[config.mk]
export PLATFORM = sky130hd
export DESIGN_NAME = uart_frame_parser
export DESIGN_NICKNAME = d
export VERILOG_FILES = /design/src/rtl/uart_pkg.sv /design/src/rtl/uart_frame_fifo.sv /design/src/rtl/uart_frame_parser.sv
export SDC_FILE = /design/constraint.sdc
export NUM_CORES = 1
export LEC_CHECK = 0
export BUFFER_PORTS_ARGS = -buffer_cell sky130_fd_sc_hd__buf_2
export CORE_ASPECT_RATIO = 0.9
export CORE_MARGIN = 10
export CORE_UTILIZATION = 35
export CTS_CLUSTER_DIAMETER = 30
export DETAILED_ROUTE_END_ITERATION = 8
export PLACE_DENSITY = 0.47
export RECOVER_POWER = 25
export SLEW_MARGIN = 40
export SYNTH_ARGS = -nofsm -noshare
export SYNTH_HDL_FRONTEND = slang
export SYNTH_HIERARCHICAL = 1
export SYNTH_SLANG_ARGS = --single-unit
[constraint.sdc]
create_clock -name clk -period 9.92 [get_ports clk]
set_input_delay 0 -clock clk [delete_from_list [all_inputs] [get_ports clk]]
set_output_delay 0 -clock clk [all_outputs]
set_load 0.02 [all_outputs]
[src/rtl/uart_pkg.sv]
`default_nettype none
// +--------------------------------------------------------------------------+
// | uart_pkg : shared constants and enums for the UART frame parser          |
// | Revision : 1.0                                                           |
// +--------------------------------------------------------------------------+
package uart_pkg;

    localparam logic [7:0] SOF_BYTE = 8'hA5;

    typedef enum logic [1:0] {
        ST_HUNT    = 2'd0,
        ST_LEN     = 2'd1,
        ST_PAYLOAD = 2'd2,
        ST_CSUM    = 2'd3
    } frame_state_t;

    typedef enum logic [1:0] {
        ERR_LEN_BAD  = 2'd0,
        ERR_NO_SPACE = 2'd1,
        ERR_CSUM_BAD = 2'd2,
        ERR_TIMEOUT  = 2'd3
    } frame_err_t;

endpackage
`default_nettype wire

[src/rtl/uart_frame_fifo.sv]
`default_nettype none
// +--------------------------------------------------------------------------+
// | uart_frame_fifo : payload FIFO with speculative write pointer that is    |
// |                   committed or rolled back per frame                     |
// | Revision        : 1.0                                                    |
// +--------------------------------------------------------------------------+
module uart_frame_fifo #(
    parameter int FIFO_DEPTH = 64
) (
    input  logic                          clk,
    input  logic                          rst,
    input  logic                          wr_en_i,
    input  logic [8:0]                    wr_data_i,
    input  logic                          commit_i,
    input  logic                          rollback_i,
    input  logic                          rd_en_i,
    output logic [8:0]                    rd_data_o,
    output logic                          rd_valid_o,
    output logic [$clog2(FIFO_DEPTH):0]   free_count_o
);

    localparam int AW = $clog2(FIFO_DEPTH);
    localparam logic [AW:0] DEPTH_W  = FIFO_DEPTH[AW:0];
    localparam logic [AW:0] PTR_ONE  = {{AW{1'b0}}, 1'b1};

    logic [8:0]  mem_q [FIFO_DEPTH];
    logic [AW:0] wr_spec_q;
    logic [AW:0] wr_commit_q;
    logic [AW:0] rd_ptr_q;

    always_ff @(posedge clk) begin
        if (wr_en_i) begin
            mem_q[wr_spec_q[AW-1:0]] <= wr_data_i;
        end
    end

    always_ff @(posedge clk) begin
        if (rst) begin
            wr_spec_q   <= '0;
            wr_commit_q <= '0;
            rd_ptr_q    <= '0;
        end else begin
            if (rollback_i) begin
                wr_spec_q <= wr_commit_q;
            end else if (wr_en_i) begin
                wr_spec_q <= wr_spec_q + PTR_ONE;
            end
            if (commit_i) begin
                wr_commit_q <= wr_spec_q;
            end
            if (rd_en_i && rd_valid_o) begin
                rd_ptr_q <= rd_ptr_q + PTR_ONE;
            end
        end
    end

    // Only committed entries are visible; the head reads as zero when empty.
    assign rd_valid_o   = (rd_ptr_q != wr_commit_q);
    assign rd_data_o    = rd_valid_o ? mem_q[rd_ptr_q[AW-1:0]] : 9'h000;
    assign free_count_o = DEPTH_W - (wr_spec_q - rd_ptr_q);

endmodule
`default_nettype wire

[src/rtl/uart_frame_parser.sv]
`default_nettype none
// +--------------------------------------------------------------------------+
// | uart_frame_parser : extracts SOF/LEN/payload/CSUM frames from a UART     |
// |                     byte stream into a commit-on-good-checksum FIFO      |
// | Revision          : 1.0                                                  |
// +--------------------------------------------------------------------------+
module uart_frame_parser #(
    parameter int FIFO_DEPTH     = 64,
    parameter int MAX_LEN        = 32,
    parameter int TIMEOUT_CYCLES = 104160
) (
    input  logic       clk,
    input  logic       rst,
    input  logic [7:0] in_data,
    input  logic       in_valid,
    output logic [7:0] m_data,
    output logic       m_last,
    output logic       m_valid,
    input  logic       m_ready,
    output logic       frame_ok,
    output logic       frame_err,
    output logic [1:0] err_code
);

    import uart_pkg::*;

    localparam int AW = $clog2(FIFO_DEPTH);
    localparam int TW = $clog2(TIMEOUT_CYCLES + 1);
    localparam logic [TW-1:0] TIMEOUT_LAST = TW'(TIMEOUT_CYCLES - 1);
    localparam logic [TW-1:0] IDLE_ONE     = {{(TW-1){1'b0}}, 1'b1};

    frame_state_t   state_q, state_d;
    logic [7:0]     sum_q, sum_d;
    logic [7:0]     remaining_q, remaining_d;
    logic [TW-1:0]  idle_q, idle_d;
    logic           frame_ok_q, frame_ok_d;
    logic           frame_err_q, frame_err_d;
    frame_err_t     err_code_q, err_code_d;

    logic           fifo_wr_en;
    logic           fifo_commit;
    logic           fifo_rollback;
    logic [8:0]     fifo_rd_data;
    logic [AW:0]    fifo_free;
    logic           timeout_fire;
    logic [7:0]     csum_total;

    uart_frame_fifo #(
        .FIFO_DEPTH (FIFO_DEPTH)
    ) u_fifo (
        .clk          (clk),
        .rst          (rst),
        .wr_en_i      (fifo_wr_en),
        .wr_data_i    ({remaining_q == 8'd1, in_data}),
        .commit_i     (fifo_commit),
        .rollback_i   (fifo_rollback),
        .rd_en_i      (m_ready),
        .rd_data_o    (fifo_rd_data),
        .rd_valid_o   (m_valid),
        .free_count_o (fifo_free)
    );

    always_ff @(posedge clk) begin
        if (rst) begin
            state_q     <= ST_HUNT;
            sum_q       <= 8'h00;
            remaining_q <= 8'h00;
            idle_q      <= '0;
            frame_ok_q  <= 1'b0;
            frame_err_q <= 1'b0;
            err_code_q  <= ERR_LEN_BAD;
        end else begin
            state_q     <= state_d;
            sum_q       <= sum_d;
            remaining_q <= remaining_d;
            idle_q      <= idle_d;
            frame_ok_q  <= frame_ok_d;
            frame_err_q <= frame_err_d;
            err_code_q  <= err_code_d;
        end
    end

    assign csum_total = sum_q + in_data;
    // A byte arriving on the expiry cycle wins over the timeout.
    assign timeout_fire = (state_q != ST_HUNT) && !in_valid && (idle_q == TIMEOUT_LAST);

    always_comb begin
        state_d       = state_q;
        sum_d         = sum_q;
        remaining_d   = remaining_q;
        idle_d        = idle_q + IDLE_ONE;
        frame_ok_d    = 1'b0;
        frame_err_d   = 1'b0;
        err_code_d    = err_code_q;
        fifo_wr_en    = 1'b0;
        fifo_commit   = 1'b0;
        fifo_rollback = 1'b0;

        if (state_q == ST_HUNT || in_valid) begin
            idle_d = '0;
        end

        if (timeout_fire) begin
            fifo_rollback = 1'b1;
            frame_err_d   = 1'b1;
            err_code_d    = ERR_TIMEOUT;
            state_d       = ST_HUNT;
        end else if (in_valid) begin
            case (state_q)
                ST_HUNT: begin
                    if (in_data == SOF_BYTE) begin
                        state_d = ST_LEN;
                    end
                end
                ST_LEN: begin
                    if (in_data == 8'h00 || 32'(in_data) > MAX_LEN) begin
                        frame_err_d = 1'b1;
                        err_code_d  = ERR_LEN_BAD;
                        state_d     = ST_HUNT;
                    end else if (32'(in_data) > 32'(fifo_free)) begin
                        frame_err_d = 1'b1;
                        err_code_d  = ERR_NO_SPACE;
                        state_d     = ST_HUNT;
                    end else begin
                        sum_d       = in_data;
                        remaining_d = in_data;
                        state_d     = ST_PAYLOAD;
                    end
                end
                ST_PAYLOAD: begin
                    fifo_wr_en  = 1'b1;
                    sum_d       = sum_q + in_data;
                    remaining_d = remaining_q - 8'd1;
                    if (remaining_q == 8'd1) begin
                        state_d = ST_CSUM;
                    end
                end
                ST_CSUM: begin
                    if (csum_total == 8'h00) begin
                        fifo_commit = 1'b1;
                        frame_ok_d  = 1'b1;
                    end else begin
                        fifo_rollback = 1'b1;
                        frame_err_d   = 1'b1;
                        err_code_d    = ERR_CSUM_BAD;
                    end
                    state_d = ST_HUNT;
                end
                default: state_d = ST_HUNT;
            endcase
        end
    end

    assign m_data    = fifo_rd_data[7:0];
    assign m_last    = fifo_rd_data[8];
    assign frame_ok  = frame_ok_q;
    assign frame_err = frame_err_q;
    assign err_code  = err_code_q;

endmodule
`default_nettype wire

==> metrics.md <==
| Metric | Value |
|---|---|
| FF+latch count, synth | `roughly 640` |
| Fraction of layout cells with a size suffix above 1 | `0.286` |
| Core ar. | `0.0748 mm^2` |
| # rows | `95` |
| Largest net degree at the start of global routing | `73` |
| # clock sinks | `642` |
| Largest family of logic cells by synthesized area | `multiplexers` |
| Clk network pwr share | `0.591` |
| Post-route ant nets | `0` |
| Clk_skew | `19.1 ps` |
| Most frequent cells in the layout | `edfxtp_1 (576), mux4_2 (148), clkbuf_16 (137)` |
| Unrepaired setup endpoints after global routing | `false` |
| CP Max Fanout | `69` |
| H-tree Lvls | `4` |
| Vias/cell | `5.28` |
| Crit start category | `input port` |
| Hold Crit Class | `input port to flip-flop` |
| IO Count | `26` |
| Async set-or-reset flop fraction in the synthesized netlist | `0` |
| Leakage | `10.3 nW` |
| Clk buf depth | `3` |
| Initial Utilization | `0.353` |
| Outcome | `finished with violations` |
| Root Driver | `clkbuf_16` |
| Type of the worst setup path | `input port to flip-flop` |
| Detailed Route WL | `68.5 mm` |
| Failing checks | `max-capacitance violations, max-slew violations` |
| VDD IR max | `145 uV` |
| First-pass iteration count of the detailed router | `5` |
| Sw frac | `0.207` |
| CP Data Required Time | `10,480 ps` |
| Global Route Usage Sum | `0.160` |
| DR WL/cell | `25.2 um` |
| Fin Setup TNS | `0 ps` |
| Number of global-route vias before repair | `14,700` |
| Mapped Cells | `roughly 1,500` |
| Post-synth EDFFs | `576` |
| FF-to-FF path depth | `17` |
| Most common cell after layout, fill and taps aside | `edfxtp_1` |
| Sequential Power Share | `0.399` |
| Post-synthesis adder-cell area fraction | `0.0176` |
| Simple-gate portion of the synthesized area | `0.0550` |
| Synthesized net count | `1,548` |
| Crit path DAT | `roughly 6000 ps` |
| Mux cell area share after synthesis | `0.145` |
| Xor/xnor share of the synthesized area | `0.0136` |
| Nets@finish | `1,680` |
| Final Critical Period | `5300 ps` |
| Area Overhead vs Synth | `22.4%` |
| Vias after detailed routing | `14,300` |
| Num CTS Buffers | `136` |
| Register area share after synthesis | `0.705` |
| Mapped Area | `between 0.02 and 0.03 mm^2` |
| Initial antenna violation count | `1` |
| Yosys synthesis warning count | `6` |
| Hold Violations, Final | `0` |
| HPWL Detailed | `about 40 mm` |
| FF-to-FF End | `remaining_q[1]$_SDFFE_PP0P_` |
| R2r setup slk | `5410 ps` |
| Overflow after GRT | `0` |
| Internal | `5.86 mW` |
| Global-route wire length before repair | `101 mm` |
| Die height | `281 um` |
| CTS tree | `built` |
| Worst slew pin tran | `3590 ps` |
| Dpl ws | `5460 ps` |
| CTS clk-pin slew, worst paths | `40 ps` |
| Max Cap Viol | `6` |
| Final period util | `0.535` |
| Final worst-path setup slack | `4620 ps` |
| Number of distinct library cells after synthesis | `66` |
| Combinational fraction of design power | `0.010` |
| NetSw | `1.53 mW` |
| Final setup violation count | `0` |
| Clock Latency Late Sink | `approximately 700 ps` |
| Predominant post-synthesis flop cell | `edfxtp_1` |
| PortBufs | `25` |
| Final Slew Violations | `379` |
| Complex-gate fraction of the synthesized area | `0.0419` |
| P per Cell Area | `229 mW/mm^2` |
| Worst r2r src | `u_fifo/wr_spec_q[1]$_SDFFE_PP0P_` |
| Critical path launch point | `in_data[6]` |
| 1st-iter DRT viols | `1,068` |
| Max Fclk | `189 MHz` |
| Mean Syn Cell Area | `17.6 um^2` |
| Die footprint | `0.0869 mm^2` |
| Crit. End Element | `flip-flop` |
| GP Congestion | `0.783` |
| DRC | `0` |
| Slew headroom | `-1.39` |
| Width of the die | `just over 300 um` |
| Worst Setup EP | `u_fifo/wr_commit_q[1]$_SDFFE_PP0P_` |
cells in the mapped netlist, types with 12 or more instances:
cell        n  share of area
buf_2      21         0.0040
nand3_1    22         0.0042
mux2_2     15         0.0064
a21oi_1    45         0.0085
nor3_1     15         0.0028
mux4_2    148           0.13
nor2_1    145          0.021
inv_1      38         0.0054
o21ai_0    33         0.0063
nor2b_1    21         0.0050
ha_1       34          0.016
xor2_1     13         0.0043
nand2_1    42         0.0060
dfxtp_1    66          0.050
buf_4      12         0.0034
clkbuf_1   21         0.0030
edfxtp_1  576           0.65
xnor2_1    28         0.0093
mux2i_1    33          0.013
o22ai_1    14         0.0033
a211oi_1   26         0.0074
layer usage:
metal  vias to the layer above  share of wire  global-route usage
met1                      7530           0.46               0.224
met2                       378           0.47               0.243
met3                       100          0.053              0.0395
li1                       6324              -                   -
met5                         -              0                   0
met4                         0          0.018              0.0484
sequential cells by signal (all words and copies together) (netlist names), 2 cells and up, named ones only:
| name | count |
|---|---|
| u_fifo/mem_q | 576 |
| idle_q | 17 |
| err_code | 2 |
| remaining_q | 8 |
| u_fifo/rd_ptr_q | 7 |
| u_fifo/wr_spec_q | 7 |
| sum_q | 8 |
| u_fifo/wr_commit_q | 7 |
final cells by class:
| type | instances | area, um^2 |
|---|---|---|
| sequential | 642 | 18600 |
| fill | 6587 | 42400 |
| clock buffer | 154 | 3510 |
| inverter | 39 | 146 |
| timing repair buffer | 64 | 432 |
| tap | 970 | 1210 |
| antenna | 1 | 2.50 |
| clock inverter | 96 | 1020 |
| multi-input combinational | 749 | 7380 |
metrics by stage:
step	utilization	hold WS, ps	cell area [um^2]	cells	power (mW)
floorplan	-	72.4	26400	1500	3.01
global placement	0.368	385	27500	2452	3.06
detailed placement	0.371	405	27700	2452	3.07
CTS	0.432	17.8	32300	2708	7.48
global route	0.432	309	32300	2714	7.64
finish	0.432	242	32300	2715	7.39
how the worst min path moves through the flow:
stage,from,end,slack [ps],cells past startpoint
floorplan,rst,flip-flop,70,1
global placement,in_valid,frame_ok$_SDFF_PP0_,380,3
detailed placement,in_valid,frame_ok$_SDFF_PP0_,410,3
CTS,in_data[2],u_fifo/mem_q[19][2]$_DFFE_PP_,20,2
global route,in_valid,state_q[0]$_SDFFE_PP0P_,310,4
finish,in_data[7],frame_err$_SDFF_PP0_,240,6
power by group through the flow:
stage	registers (mW)	logic (mW)	clock network, mW
floorplan	3.00	0.0170	0
global placement	2.99	0.0676	0
detailed placement	2.99	0.0705	0
CTS	2.95	0.0723	4.46
global route	2.95	0.0789	4.62
finish	2.95	0.0706	4.37
worst max-delay path: stages:
cell	delay, ps
dlygate4sd3_1	520
buf_2	100
clkbuf_1	2420
ha_1	620
nor3b_1	170
a31oi_1	130
o21ai_0	120
a311oi_1	470
nand4_1	340
nor2_2	630
mux2i_1	270
nor2_1	50
cell families after synthesis:
logic type,Yosys count
DFF,642
AOI/OAI and AO/OA,170
muxes,196
and+or+nand+nor,306
xor gates and xnor gates,41
adders and majority gates,36
buffers and inverters,109
repair_timing:
action	CTS	global route
setup buffers	0	0
hold endpoints to repair	81	148
hold buffers	6	4
gates resized for setup	0	0
(Power assumes the default switching activity.)
